**src/rtl/tlc_pkg.sv**
```systemverilog
// Shared intersection-controller definitions: lamp patterns, controller states,
// monitor phase codes and fault codes.
package tlc_pkg;

   localparam int unsigned LAMP_W  = 7;
   localparam int unsigned PHASE_W = 3;
   localparam int unsigned DWELL_W = 4;
   localparam int unsigned CODE_W  = 3;
   localparam int unsigned CNT_W   = 8;

   localparam logic [PHASE_W-1:0] PH_MG   = 3'd0;
   localparam logic [PHASE_W-1:0] PH_MY   = 3'd1;
   localparam logic [PHASE_W-1:0] PH_WK   = 3'd2;
   localparam logic [PHASE_W-1:0] PH_SG   = 3'd3;
   localparam logic [PHASE_W-1:0] PH_SY   = 3'd4;
   localparam logic [PHASE_W-1:0] PH_NONE = 3'd7;

   localparam logic [CODE_W-1:0] FC_NONE        = 3'd0;
   localparam logic [CODE_W-1:0] FC_INVALID     = 3'd1;
   localparam logic [CODE_W-1:0] FC_ILLEGAL     = 3'd2;
   localparam logic [CODE_W-1:0] FC_GREEN_SHORT = 3'd3;
   localparam logic [CODE_W-1:0] FC_GREEN_LONG  = 3'd4;
   localparam logic [CODE_W-1:0] FC_YELLOW      = 3'd5;
   localparam logic [CODE_W-1:0] FC_WALK        = 3'd6;

   // Controller sequencing states, mirrored by the monitor phase codes.
   typedef enum logic [2:0] {
      CTL_MAIN_GO   = 3'd0,
      CTL_MAIN_WARN = 3'd1,
      CTL_WALK      = 3'd2,
      CTL_SIDE_GO   = 3'd3,
      CTL_SIDE_WARN = 3'd4
   } ctl_state_e;

   typedef enum logic [1:0] {
      MON_UNSYNCED = 2'd0,
      MON_FIRST    = 2'd1,
      MON_CHECKED  = 2'd2
   } mon_state_e;

   typedef struct packed {
      logic main_green;
      logic main_yellow;
      logic main_red;
      logic side_green;
      logic side_yellow;
      logic side_red;
      logic walk_lamp;
   } lamp_vec_t;

   localparam lamp_vec_t LAMPS_MG = LAMP_W'(7'b100_0010);
   localparam lamp_vec_t LAMPS_MY = LAMP_W'(7'b010_0010);
   localparam lamp_vec_t LAMPS_WK = LAMP_W'(7'b001_0011);
   localparam lamp_vec_t LAMPS_SG = LAMP_W'(7'b001_1000);
   localparam lamp_vec_t LAMPS_SY = LAMP_W'(7'b001_0100);

   function automatic logic legal_transition(input logic [PHASE_W-1:0] from_ph,
                                             input logic [PHASE_W-1:0] to_ph);
      logic ok;
      ok = 1'b0;
      case (from_ph)
         PH_MG:   ok = (to_ph == PH_MY);
         PH_MY:   ok = (to_ph == PH_WK) || (to_ph == PH_SG);
         PH_WK:   ok = (to_ph == PH_SG);
         PH_SG:   ok = (to_ph == PH_SY);
         PH_SY:   ok = (to_ph == PH_MG);
         default: ok = 1'b0;
      endcase
      return ok;
   endfunction

   function automatic logic is_green(input logic [PHASE_W-1:0] ph);
      return (ph == PH_MG) || (ph == PH_SG);
   endfunction

   function automatic logic is_yellow(input logic [PHASE_W-1:0] ph);
      return (ph == PH_MY) || (ph == PH_SY);
   endfunction

endpackage

```
**src/rtl/phase_decoder.sv**
```systemverilog
// Combinational decode of the seven observed lamp drives into a phase code;
// anything other than an exact legal pattern decodes as PH_NONE.
module phase_decoder
   import tlc_pkg::*;
(
   input  logic               main_green,
   input  logic               main_yellow,
   input  logic               main_red,
   input  logic               side_green,
   input  logic               side_yellow,
   input  logic               side_red,
   input  logic               walk_lamp,
   output logic [PHASE_W-1:0] phase_c
);

   lamp_vec_t lamps_c;

   assign lamps_c = {main_green, main_yellow, main_red,
                     side_green, side_yellow, side_red, walk_lamp};

   always_comb begin
      phase_c = PH_NONE;
      case (lamps_c)
         LAMPS_MG: phase_c = PH_MG;
         LAMPS_MY: phase_c = PH_MY;
         LAMPS_WK: phase_c = PH_WK;
         LAMPS_SG: phase_c = PH_SG;
         LAMPS_SY: phase_c = PH_SY;
         default:  phase_c = PH_NONE;
      endcase
   end

endmodule

```
**src/rtl/lamp_monitor.sv**
```systemverilog
// Watches the intersection lamp drives, tracks phase and dwell, and captures the
// first sequencing/timing violation as a sticky fault code.
module lamp_monitor
   import tlc_pkg::*;
#(
   parameter int unsigned GREEN_MIN    = 6,
   parameter int unsigned GREEN_MAX    = 12,
   parameter int unsigned YELLOW_TICKS = 2,
   parameter int unsigned WALK_TICKS   = 3
) (
   input  logic                new_clk,
   input  logic                rst,
   input  logic                main_green,
   input  logic                main_yellow,
   input  logic                main_red,
   input  logic                side_green,
   input  logic                side_yellow,
   input  logic                side_red,
   input  logic                walk_lamp,
   input  logic                clr_fault,
   output logic [PHASE_W-1:0]  phase,
   output logic [DWELL_W-1:0]  dwell,
   output logic                fault,
   output logic [CODE_W-1:0]   fault_code,
   output logic [CNT_W-1:0]    cycle_count,
   output logic                cycle_done
);

   localparam logic [DWELL_W-1:0] G_MIN_D  = DWELL_W'(GREEN_MIN);
   localparam logic [DWELL_W-1:0] G_MAX_D  = DWELL_W'(GREEN_MAX);
   localparam logic [DWELL_W-1:0] Y_D      = DWELL_W'(YELLOW_TICKS);
   localparam logic [DWELL_W-1:0] W_D      = DWELL_W'(WALK_TICKS);
   localparam logic [DWELL_W-1:0] DWELL_SAT = '1;

   logic [PHASE_W-1:0] dec_phase_c;
   logic [PHASE_W-1:0] phase_q, phase_d;
   logic [DWELL_W-1:0] dwell_q, dwell_d;
   logic               fault_q, fault_d;
   logic [CODE_W-1:0]  fault_code_q, fault_code_d;
   logic [CNT_W-1:0]   cycle_count_q, cycle_count_d;
   logic               cycle_done_q, cycle_done_d;
   mon_state_e         state_q, state_d;
   logic               trans_chk_c;
   logic               dur_chk_c;
   logic               changed_c;
   logic               cycle_hit_c;
   logic [CODE_W-1:0]  det_code_c;

   phase_decoder u_phase_decoder (
      .main_green  (main_green),
      .main_yellow (main_yellow),
      .main_red    (main_red),
      .side_green  (side_green),
      .side_yellow (side_yellow),
      .side_red    (side_red),
      .walk_lamp   (walk_lamp),
      .phase_c     (dec_phase_c)
   );

   assign changed_c = (dec_phase_c != phase_q);

   // Sync tracker: the first phase after (re)sync is exempt from duration checks.
   always_ff @(posedge new_clk) begin
      if (rst) state_q <= MON_UNSYNCED;
      else     state_q <= state_d;
   end

   always_comb begin
      state_d = state_q;
      if (dec_phase_c == PH_NONE) begin
         state_d = MON_UNSYNCED;
      end else begin
         case (state_q)
            MON_UNSYNCED: state_d = MON_FIRST;
            MON_FIRST:    if (changed_c) state_d = MON_CHECKED;
            MON_CHECKED:  state_d = MON_CHECKED;
            default:      state_d = MON_UNSYNCED;
         endcase
      end
   end

   always_comb begin
      trans_chk_c = 1'b0;
      dur_chk_c   = 1'b0;
      case (state_q)
         MON_FIRST:   trans_chk_c = 1'b1;
         MON_CHECKED: begin
            trans_chk_c = 1'b1;
            dur_chk_c   = 1'b1;
         end
         default: ;
      endcase
   end

   // Violation detect; chain order yields the lowest applicable code.
   always_comb begin
      det_code_c = FC_NONE;
      if (dec_phase_c == PH_NONE) begin
         det_code_c = FC_INVALID;
      end else if (trans_chk_c && changed_c && !legal_transition(phase_q, dec_phase_c)) begin
         det_code_c = FC_ILLEGAL;
      end else if (dur_chk_c && changed_c) begin
         if (is_green(phase_q) && (dwell_q < G_MIN_D))       det_code_c = FC_GREEN_SHORT;
         else if (is_yellow(phase_q) && (dwell_q != Y_D))    det_code_c = FC_YELLOW;
         else if ((phase_q == PH_WK) && (dwell_q != W_D))    det_code_c = FC_WALK;
      end else if (dur_chk_c) begin
         if (is_green(phase_q) && (dwell_q == G_MAX_D))      det_code_c = FC_GREEN_LONG;
         else if (is_yellow(phase_q) && (dwell_q >= Y_D))    det_code_c = FC_YELLOW;
         else if ((phase_q == PH_WK) && (dwell_q >= W_D))    det_code_c = FC_WALK;
      end
   end

   assign cycle_hit_c = trans_chk_c && (phase_q == PH_SY) && (dec_phase_c == PH_MG);

   always_comb begin
      phase_d       = dec_phase_c;
      dwell_d       = dwell_q;
      fault_d       = fault_q;
      fault_code_d  = fault_code_q;
      cycle_count_d = cycle_count_q;
      cycle_done_d  = 1'b0;
      if (changed_c)                dwell_d = DWELL_W'(1);
      else if (dwell_q != DWELL_SAT) dwell_d = dwell_q + DWELL_W'(1);
      if (cycle_hit_c) begin
         cycle_count_d = cycle_count_q + CNT_W'(1);
         cycle_done_d  = 1'b1;
      end
      // A fresh detection beats a simultaneous clear.
      if ((det_code_c != FC_NONE) && (!fault_q || clr_fault)) begin
         fault_d      = 1'b1;
         fault_code_d = det_code_c;
      end else if (clr_fault) begin
         fault_d      = 1'b0;
         fault_code_d = FC_NONE;
      end
   end

   always_ff @(posedge new_clk) begin
      if (rst) begin
         phase_q       <= PH_NONE;
         dwell_q       <= '0;
         fault_q       <= 1'b0;
         fault_code_q  <= FC_NONE;
         cycle_count_q <= '0;
         cycle_done_q  <= 1'b0;
      end else begin
         phase_q       <= phase_d;
         dwell_q       <= dwell_d;
         fault_q       <= fault_d;
         fault_code_q  <= fault_code_d;
         cycle_count_q <= cycle_count_d;
         cycle_done_q  <= cycle_done_d;
      end
   end

   assign phase       = phase_q;
   assign dwell       = dwell_q;
   assign fault       = fault_q;
   assign fault_code  = fault_code_q;
   assign cycle_count = cycle_count_q;
   assign cycle_done  = cycle_done_q;

endmodule

```
**config.mk**
```make
export PLATFORM = sky130hd
export DESIGN_NAME = lamp_monitor
export DESIGN_NICKNAME = d
export VERILOG_FILES = /design/src/rtl/tlc_pkg.sv /design/src/rtl/phase_decoder.sv /design/src/rtl/lamp_monitor.sv
export SDC_FILE = /design/constraint.sdc
export NUM_CORES = 1
export LEC_CHECK = 0
export CORE_ASPECT_RATIO = 0.6
export CORE_MARGIN = 2
export CORE_UTILIZATION = 35
export CTS_CLUSTER_DIAMETER = 50
export DETAILED_ROUTE_END_ITERATION = 16
export GPL_ROUTABILITY_DRIVEN = 1
export SLEW_MARGIN = 20
export SYNTH_ARGS = -nofsm -noshare
export SYNTH_HDL_FRONTEND = slang
export SYNTH_HIERARCHICAL = 1
export SYNTH_SLANG_ARGS = --single-unit
```
**constraint.sdc**
```tcl
create_clock -name new_clk -period 3 [get_ports new_clk]
set_input_delay 0.6 -clock new_clk [delete_from_list [all_inputs] [get_ports new_clk]]
set_output_delay 0.6 -clock new_clk [all_outputs]
set_load 0.01 [all_outputs]
```
Word level (Yosys, flattened, before mapping)
Index checks and enable logic that the tools add are counted.
{"block": "totals", "register_bits": 22, "input_bits": 10, "output_inout_bits": 20, "elab_cells": 86}
{"block": "classes", "n_addsub": 2, "n_lt_le_gt_ge": 3, "eq_ne": 22, "mux": 24, "n_reduce_logical": 27}
{"operator": "$mux 3", "n": 12}
{"operator": "$eq 7x5->1 const B", "n": 3}
{"operator": "$pmux 3 s5", "n": 1}
{"operator": "$eq 3x2->1 const B", "n": 4}
{"operator": "$logic_and 1x1->1", "n": 12}
{"operator": "$eq 3x3->1 const B", "n": 3}
{"operator": "$add 8x1->8 const B", "n": 1}
{"operator": "$ge 4x2->1 const B", "n": 2}
{"operator": "$mux 1", "n": 8}
{"operator": "$ne 4x2->1 const B", "n": 2}
{"operator": "$eq 7x6->1 const B", "n": 1}
{"operator": "$eq 7x7->1 const B", "n": 1}
{"operator": "$eq 3x1->1 const B", "n": 2}
{"operator": "$logic_not 3->1", "n": 2}
{"operator": "$pmux 2 s3", "n": 1}
{"operator": "$reduce_or 2->1", "n": 3}
{"operator": "$pmux 1 s5", "n": 1}
{"operator": "$add 4x1->4 const B", "n": 1}
{"operator": "$eq 4x4->1 const B", "n": 1}
{"operator": "$logic_or 1x1->1", "n": 4}
{"operator": "$lt 4x3->1 const B", "n": 1}
{"operator": "$ne 4x4->1 const B", "n": 1}
{"operator": "$reduce_bool 2->1", "n": 2}
{"operator": "$ne 3x3->1", "n": 1}
{"operator": "other kinds (7)", "n": 8}

Longest topological paths before layout
Gate-level depths: netlist of the first run.
{"block": "logic_depth", "depth_word": 13, "ltp_mapped": 11, "depth_no_buf": 9}

Cells and area by module
Netlist of the first run, hierarchy kept.
{"module": "lamp_monitor", "n_inst": 1, "cells_per_inst": 151, "area_per_inst_um2": 1283.7, "seq_area_each_um2": 440.4}
{"module": "phase_decoder", "n_inst": 1, "cells_per_inst": 19, "area_per_inst_um2": 138.9, "seq_area_each_um2": 0.0}

Worst setup path before layout of the first run
Ideal clock, no wire load.
{"block": "synth_path", "path_type": "in2reg", "from": "in main_green", "to": "reg fault_code_q[0], in the netlist fault_code[0]", "setup_time_ns": 0.129, "arrival_time_ns": 2.763, "required_ns": 2.871, "path_slack_ns": 0.108, "stages": 11, "path_buffers": 2, "path_cell_list": "or4b_2 > a21oi_1 > nor3_1 > buf_2 > xnor2_1 > and3_1 > clkbuf_1 > and3_1 > or3_1 > o211ai_1 > o22ai_1"}
{"block": "synth_via", "elab_chain_cells": 13, "elab_cells_between_ends": 27, "classes_between": "11 x eq/ne; 7 x mux; 9 x reduce/logical"}
{"item": "start: declaration", "line": "lamp_monitor.sv:13", "source": "input logic main_green,"}
{"item": "$eq 7x5->1, or another cell as far along", "line": "phase_decoder.sv:23", "source": "case (lamps_c)"}
{"item": "$pmux 3 s5 (*)", "line": "phase_decoder.sv:23"}
{"item": "net dec_phase_c[2]", "line": "lamp_monitor.sv:35", "source": "logic [PHASE_W-1:0] dec_phase_c;"}
{"item": "$eq 3x2->1 (on tied branches)", "line": "tlc_pkg.sv:63, tlc_pkg.sv:64"}
{"item": "$logic_or 1x1->1", "line": "tlc_pkg.sv:63", "source": "PH_MY: ok = (to_ph == PH_WK) || (to_ph == PH_SG);"}
{"item": "$pmux 1 s5", "line": "tlc_pkg.sv:61", "source": "case (from_ph)"}
{"item": "$mux 1", "line": "lamp_monitor.sv:98", "source": "if (dec_phase_c == PH_NONE) begin"}
{"item": "$logic_not 1->1", "line": "lamp_monitor.sv:100", "source": "end else if (trans_chk_c && changed_c && !legal_transition(phase_q, dec_phase_c)) begin"}
{"item": "$logic_and 1x1->1", "line": "lamp_monitor.sv:100"}
{"item": "$mux 3", "line": "lamp_monitor.sv:100"}
{"item": "$mux 3 (*)", "line": "lamp_monitor.sv:98"}
{"item": "$reduce_bool 3->1", "line": "lamp_monitor.sv:129", "source": "if ((det_code_c != FC_NONE) && (!fault_q || clr_fault)) begin"}
{"item": "$logic_and 1x1->1", "line": "lamp_monitor.sv:129"}
{"item": "$mux 3 or $reduce_bool 2->1 (tied branches)"}
{"item": "end signal: assignment", "line": "lamp_monitor.sv:150", "source": "fault_code_q <= fault_code_d;"}
{"item": "end: declaration", "line": "lamp_monitor.sv:39", "source": "logic [CODE_W-1:0] fault_code_q, fault_code_d;"}
Mark *: on every way through the listed nets, which the timed path passes. The rest lies on a longest branch. The select of a mux whose other input is x is not followed.
A chain may end at the register's enable or synchronous reset.

Final worst setup path of the first run
{"block": "layout_path", "from": "in side_red", "to": "reg fault_code_q[1], in the netlist fault_code[1]"}
{"block": "layout_via", "elab_chain_cells": 13, "elab_cells_between_ends": 27, "classes_between": "11 x eq/ne; 7 x mux; 9 x reduce/logical"}
{"item": "start: declaration", "line": "lamp_monitor.sv:18", "source": "input logic side_red,"}
{"item": "$eq 7x5->1, or another cell as far along", "line": "phase_decoder.sv:23"}
{"item": "$pmux 3 s5 (*)", "line": "phase_decoder.sv:23"}
{"item": "net dec_phase_c[2]", "line": "lamp_monitor.sv:35"}
{"item": "$eq 3x2->1 (on tied branches)", "line": "tlc_pkg.sv:63, tlc_pkg.sv:64"}
{"item": "$logic_or 1x1->1", "line": "tlc_pkg.sv:63"}
{"item": "$pmux 1 s5", "line": "tlc_pkg.sv:61"}
{"item": "$mux 1", "line": "lamp_monitor.sv:98"}
{"item": "$logic_not 1->1", "line": "lamp_monitor.sv:100"}
{"item": "$logic_and 1x1->1", "line": "lamp_monitor.sv:100"}
{"item": "$mux 3", "line": "lamp_monitor.sv:100"}
{"item": "$mux 3 (*)", "line": "lamp_monitor.sv:98"}
{"item": "$reduce_bool 3->1", "line": "lamp_monitor.sv:129"}
{"item": "$logic_and 1x1->1", "line": "lamp_monitor.sv:129"}
{"item": "$mux 3 or $reduce_bool 2->1 (tied branches)"}
Marks and branches as above.

==> results of run 1 <==
[cells by family (layout without fill, tap and decap cells)]
group                      Yosys count  count (layout)  synth area share
AOI/OAI and AO/OA                   34              34            0.1777
xor gates and xnor gates            12              12           0.07388
adders and majority gates            6               6           0.05277
buffers and inverters               18              65           0.05629
DFF                                 22              22            0.3096
muxes                                4               4           0.02815
and+or+nand+nor                     74              74            0.3017
[worst max-delay path, stage by stage]
cell	delay, ns
clkdlybuf4s15_1	0.19
buf_4	0.16
or3b_2	0.49
a21oi_4	0.16
nor3_4	0.08
xnor2_2	0.16
buf_4	0.16
a32oi_2	0.20
o2111a_1	0.29
a22oi_2	0.13
or3_1	0.33
a31oi_1	0.12
[where the power goes]
| part | internal [mW] | total (mW) | switching, mW |
|---|---|---|---|
| logic | 0.0534 | 0.109 | 0.0560 |
| clock network | 0.0895 | 0.181 | 0.0916 |
| registers | 0.299 | 0.310 | 0.0112 |
| total | 0.442 | 0.601 | 0.159 |
[flip-flops by register name, indices dropped and copies added, names as in the netlist]
signal and count:
cycle_count 8, cycle_done 1, dwell 4, fault 1
fault_code 3, phase 3, state_q 2
[stage by stage]
stage	cells	total power, mW
detailed placement	250	0.4099
CTS	259	0.5999
finish	264	0.6006
global route	264	0.6250
global placement	250	0.4069
floorplan	170	0.3618
[cell type report]
cell class	instances	area, sq um	area share
Clock buffer	3	41.29	0.01977
Inverter	8	30.03	0.01438
Multi-Input combinational cell	130	1062	0.5087
Sequential cell	22	440.4	0.2109
Tap cell	47	58.81	0.02816
Timing Repair Buffer	54	455.4	0.2181
[path summary, 6_finish.rpt]
check	startpoint	cells past startpoint	to	slack [ns]
setup reg to reg	phase[0]	7	fault_code[0]	0.84
hold reg to reg	fault_code[1]	2	fault_code[1]	0.50
hold / removal	fault_code[1]	2	fault_code[1]	0.50
setup / recovery	side_red	12	fault_code[1]	0.10
[per-layer routing]
metal	wire [um]	up-vias
met1	1937	726
met3	249	6
li1	-	718
met2	2021	49
met4	48	0
met5	0	-
[layout by cell type (no fill, tap or decap), types with 2 or more instances in the layout]
cell and n:
clkdlybuf4s50_1 22, clkbuf_2 5, and3_1 3, nand3_1 6
or3_1 5, a21oi_1 5, nand4_1 4, or3b_4 2
buf_4 24, o211ai_1 3, xor2_1 6, a211o_1 2
ha_1 6, and3_4 2, inv_1 8, nor2b_1 4
or2_2 4, a41oi_1 2, nor2_1 11, dfxtp_1 22
nor3_2 2, xnor2_1 4, clkbuf_8 3, nand3b_1 3
nor3_4 2, or4b_4 2, nor3_1 6, o21ai_1 3
mux2i_1 4, nor4_4 2, nand2_1 9, xnor2_2 2
or2b_1 2
[repair_timing]
action,CTS,global route
pin swaps,11,16
resized for setup,28,19
setup endpoints to repair,11,8
setup buffers,6,5
==> flow_metrics.env, run 1 <==
export IMPL_fmax_mhz=345.4
export IMPL_syn_nets=186
export IMPL_fin_crit_sh=0.9651
export IMPL_start_util=0.3757
export IMPL_fillers=333
export IMPL_rows=17
export IMPL_tns_ns=0
export IMPL_fin_crit_ns=2.895
export IMPL_final_area_sq_um=2088
export IMPL_ys_flop_type="dfxtp_1"
export IMPL_grt_pass1_wl_um=6555
export IMPL_ctsHtreeMaxLevel=1
export IMPL_slew_limit_headroom=0.4779
export IMPL_ant_nets=0
export IMPL_wire_per_inst_um=16.13
export IMPL_netlist_top_cell_by_area="dfxtp_1"
export IMPL_tightest_slew_ns=0.7807
export IMPL_use_met1=0.2347
export IMPL_hp_class="flop to flop"
export IMPL_synth_distinct_cells=49
export IMPL_hold_viol=0
export IMPL_setup_violations=0
export IMPL_gp_congestion=0.7938
export IMPL_antenna_cells=0
export IMPL_yosysSeqAreaShare=0.3096
export IMPL_cts_buffer_depth=2
export IMPL_synthTopCellsByArea="dfxtp_1, ha_1, xnor2_1, xor2_1, nor3_1"
export IMPL_grt_use_total=0.1842
export IMPL_wl_um=4257
export IMPL_dieArea_sq_um=4607
export IMPL_cts_buffers=3
export IMPL_port_buffer_count=29
export IMPL_grtUsageMet2=0.3191
export IMPL_maxCapViolCount=0
export IMPL_first_global_vias=1396
export IMPL_max_vdd_ir_drop_v=0.0001577
export IMPL_grt_max_degree=21
export IMPL_synth_common_cells="dfxtp_1, nor2_1, nor3_1"
export IMPL_crit_type="primary input to flop"
export IMPL_cts_num_sinks=22
export IMPL_clkLatencyLatePin_ns=0.26
export IMPL_first_pass_iters=7
export IMPL_fin_nets=235
export IMPL_core_area_sq_um=3786
export IMPL_cp_required_ns=3.17
export IMPL_layout_setup_ws_ns=0.1047
export IMPL_root_buffer="clkbuf_8"
export IMPL_via_count=1499
export IMPL_syn_avg_cell_area_sq_um=8.368
export IMPL_syn_cell_area_sq_um=1423
export IMPL_placed_cell_area_sq_um=1827
export IMPL_drt_iter0_drc=66
export IMPL_drive_above_1_share=0.2857
export IMPL_crit_fanout=4
export IMPL_drt_vias_per_instance=5.678
export IMPL_synth_edff_count=0
export IMPL_syn2layout_area_growth_pct=46.79
export IMPL_die_w_um=86.31
export IMPL_yosys_area_top_type_share=0.3096
export IMPL_cts_tree="yes"
export IMPL_powerDensity_nw_per_um2=287.6
export IMPL_arrival_ns=3.07
export IMPL_syn_inst=170
export IMPL_hpwl_um=2911
export IMPL_whs_ns=0.4964
export IMPL_cts_hold_buf=0
export IMPL_top_usage_layer="met2"
export IMPL_status="finished, final reports clean"
export IMPL_finalMaxSlewViolations=0
export IMPL_ys_warn_count=6
export IMPL_io_pins=30
export IMPL_clkTransAtPathRegs_ns=0.08
export IMPL_pre_cts_slack_ns=-0.6295
export IMPL_post_route_util=0.5516
export IMPL_critPathLaunchType="primary input"
export IMPL_ys_seq_elements=22
export IMPL_skew_ns=0.001359
export IMPL_gr_total_overflow=0
export IMPL_die_h_um=53.39
export IMPL_drcViolationCount=0
export IMPL_yosysMostFrequentCell="dfxtp_1"
export IMPL_antenna_found_initial=0
export IMPL_end_kind="flop"
export IMPL_synth_async_reset_ratio=0
export IMPL_p_leak_nw=0.7984
export IMPL_grtUsageMet3=0.04368
Power figures use the tool's default switching activity.
==> run 2: changes to the inputs <==
--- a/config.mk
+++ b/config.mk
@@ -5,6 +5,7 @@
 export SDC_FILE = /design/constraint.sdc
 export NUM_CORES = 1
 export LEC_CHECK = 0
+export CAP_MARGIN = 20
 export CORE_ASPECT_RATIO = 0.6
 export CORE_MARGIN = 2
 export CORE_UTILIZATION = 35
==> results of run 2 <==
Final layout, timing and power as in run 1 (identical DEF).
==> run 3: changes to the inputs <==
--- a/config.mk
+++ b/config.mk
@@ -12,6 +12,7 @@
 export CTS_CLUSTER_DIAMETER = 50
 export DETAILED_ROUTE_END_ITERATION = 16
 export GPL_ROUTABILITY_DRIVEN = 1
+export SETUP_SLACK_MARGIN = 0.15
 export SLEW_MARGIN = 20
 export SYNTH_ARGS = -nofsm -noshare
 export SYNTH_HDL_FRONTEND = slang
==> run 3 against run 2 <==
  * Clock skew increased by 0.0030 ns
  * Maximum frequency increased by 1.8%
  * Via count is 0.67% lower
  * Setup slack improved by 0.053 ns
  * Utilization is 0.69 points higher
  * First-iteration DRC count up 18%
  * Worst hold slack got worse by 0.014 ns
  * Final cell count down 0.76%
  * Clock power increased by 51%
  * Critical path depth stayed put
  * Sequential power hardly changed
  * Highest routed layer unchanged
==> flow_metrics.env, run 3 (synthesis results as in run 1) <==
export IMPL_status="finished, final reports clean"
export IMPL_wire_per_inst_um=15.79
export IMPL_via_count=1489
export IMPL_die_h_um=53.39
export IMPL_r2r_start="phase[1]"
export IMPL_power_frac_clock=0.391
export IMPL_first_global_vias=1362
export IMPL_grt_max_degree=24
export IMPL_start_util=0.3757
export IMPL_routed_wl_met2_um=1810
export IMPL_internal_power_mw=0.5356
export IMPL_cts_num_sinks=22
export IMPL_fillers=341
export IMPL_drive_above_1_share=0.2930
export IMPL_slew_limit_headroom=0.4770
export IMPL_core_area_sq_um=3786
export IMPL_gr_total_overflow=0
export IMPL_rows=17
export IMPL_clkTransAtPathRegs_ns=0.08
export IMPL_root_buffer="clkbuf_8"
export IMPL_arrival_ns=2.95
export IMPL_p_sw_frac=0.2341
export IMPL_dieArea_sq_um=4607
export IMPL_clkLatencyLatePin_ns=0.26
export IMPL_crit_fanout=5
export IMPL_cp_required_ns=3.11
export IMPL_cp_slowest_cell="a311oi_4"
export IMPL_wl_met3_um=187
export IMPL_seq_area_sq_um=440.4
export IMPL_hold_start="fault_code[2]"
export IMPL_io_pins=30
export IMPL_cts_buffers=3
export IMPL_setup_violations=0
export IMPL_path_cells="buf_6, or3b_4, nor4_4, buf_4, a311oi_4, buf_4, nor2b_2, or3_1, a211o_1, a22oi_2, or3_1, a31oi_1"
export IMPL_syn2layout_area_growth_pct=48.64
export IMPL_crit_type="primary input to flop"
export IMPL_post_route_util=0.5585
export IMPL_critical_path_max_stage_delay_ns=0.37
export IMPL_drt_vias_per_instance=5.683
export IMPL_die_w_um=86.31
export IMPL_critPathLaunchType="primary input"
export IMPL_p_sw_mw=0.1637
export IMPL_fmax_mhz=351.8
export IMPL_wl_um=4136
export IMPL_cts_tree="yes"
export IMPL_skew_ns=0.004319
export IMPL_p_leak_nw=0.7946
export IMPL_ctsHtreeMaxLevel=1
export IMPL_ff2ff_path_depth=6
export IMPL_highest_layer="met4"
export IMPL_layout_common_cells="dfxtp_1, clkdlybuf4s50_1, buf_4, nor2_1, nand2_1"
export IMPL_antenna_cells=0
export IMPL_wl_met1_um=2006
export IMPL_crit_path_start="side_red"
export IMPL_gp_congestion=0.8360
export IMPL_r2r_end="fault_code[1]"
export IMPL_largest_reg_flops=8
export IMPL_rrSetupSlack_ns=0.79
export IMPL_grt_use_total=0.1856
export IMPL_drt_iter0_drc=78
export IMPL_multi_input_area_sq_um=1065
export IMPL_tightest_slew_ns=0.7821
export IMPL_max_vdd_ir_drop_v=0.0002547
export IMPL_cp_endpoint="fault_code[1]"
export IMPL_ant_nets=0
export IMPL_fin_crit_sh=0.9476
export IMPL_power_mw=0.6993
export IMPL_combPwrFrac=0.166
export IMPL_fin_crit_ns=2.843
export IMPL_maxCapViolCount=0
export IMPL_drcViolationCount=0
export IMPL_first_pass_iters=4
export IMPL_fin_nets=232
export IMPL_tns_ns=0
export IMPL_instances_no_fill=262
export IMPL_end_kind="flop"
export IMPL_hp_class="flop to flop"
export IMPL_powerDensity_nw_per_um2=330.7
export IMPL_grt_pass1_wl_um=6527
export IMPL_hold_viol=0
export IMPL_rsz0062_at_grt="yes"
export IMPL_antenna_found_initial=0
export IMPL_hpwl_um=2880
export IMPL_finalMaxSlewViolations=0
export IMPL_port_buffer_count=29
export IMPL_cts_buffer_depth=2
export IMPL_pwr_share_seq=0.443
export IMPL_placed_cells=250
run 3: changes by cell type in the layout (fill, tap and decap cells not counted), sizes merged:
cell and delta:
clkdlybuf4s15 -1, buf +1, clkbuf -2, dlygate4sd2 -1, bufinv +1
run 3: what timing repair did:
action,in CTS,in global routing
setup buffers,3,5
pin swaps,14,18
hold buffers,0,0
endpoints found under the setup margin,14,9
resized for setup,27,31
run 3: final cells by class:
type	count	area share
clock buffer	3	0.01953
multi-input combinational	130	0.5035
timing repair buffer	51	0.2124
inverter	8	0.01420
sequential	22	0.2083
clock inverter	1	0.01420
tap	47	0.02781
run 3: worst min-delay path by stage:
stage          slack, ns             to  depth (start not counted)
2_1_floorplan       0.48  fault_code[2]                          2
6_report            0.48  fault_code[2]                          2
3_5_place_dp        0.47  fault_code[2]                          2
3_3_place_gp        0.46  fault_code[2]                          2
5_1_grt             0.52  fault_code[0]                          2
4_1_cts             0.49  fault_code[2]                          2
run 3: per-stage QoR:
stage / worst slack [ns] / hold WS (ns) / instance area, sq um
6_report: 0.1573 / 0.4825 / 2115
5_1_grt: 0.07910 / 0.5250 / 2115
4_1_cts: 0.1531 / 0.4874 / 2022
3_5_place_dp: -0.5654 / 0.4728 / 1852
3_3_place_gp: -0.4293 / 0.4564 / 1852
2_1_floorplan: 0.1672 / 0.4847 / 1451
run 3: routing by layer:
layer,vias up,global-route usage
met3,19,0.04056
met5,-,0
met4,0,0.07292
li1,715,-
met2,49,0.2881
met1,706,0.2516
run 3: power groups by stage:
stage,logic [mW],registers [mW],clock network (mW)
finish,0.116,0.310,0.274
CTS,0.102,0.309,0.282
global placement,0.0929,0.315,0
floorplan,0.0471,0.316,0
detailed placement,0.0957,0.316,0
global route,0.124,0.311,0.299
run 3: worst max-delay path, delay by kind of cell:
family / cells / cell delay [ns]
buf+inv: 3 / 0.43
simple gates: 5 / 0.86
compound gates: 4 / 1.05
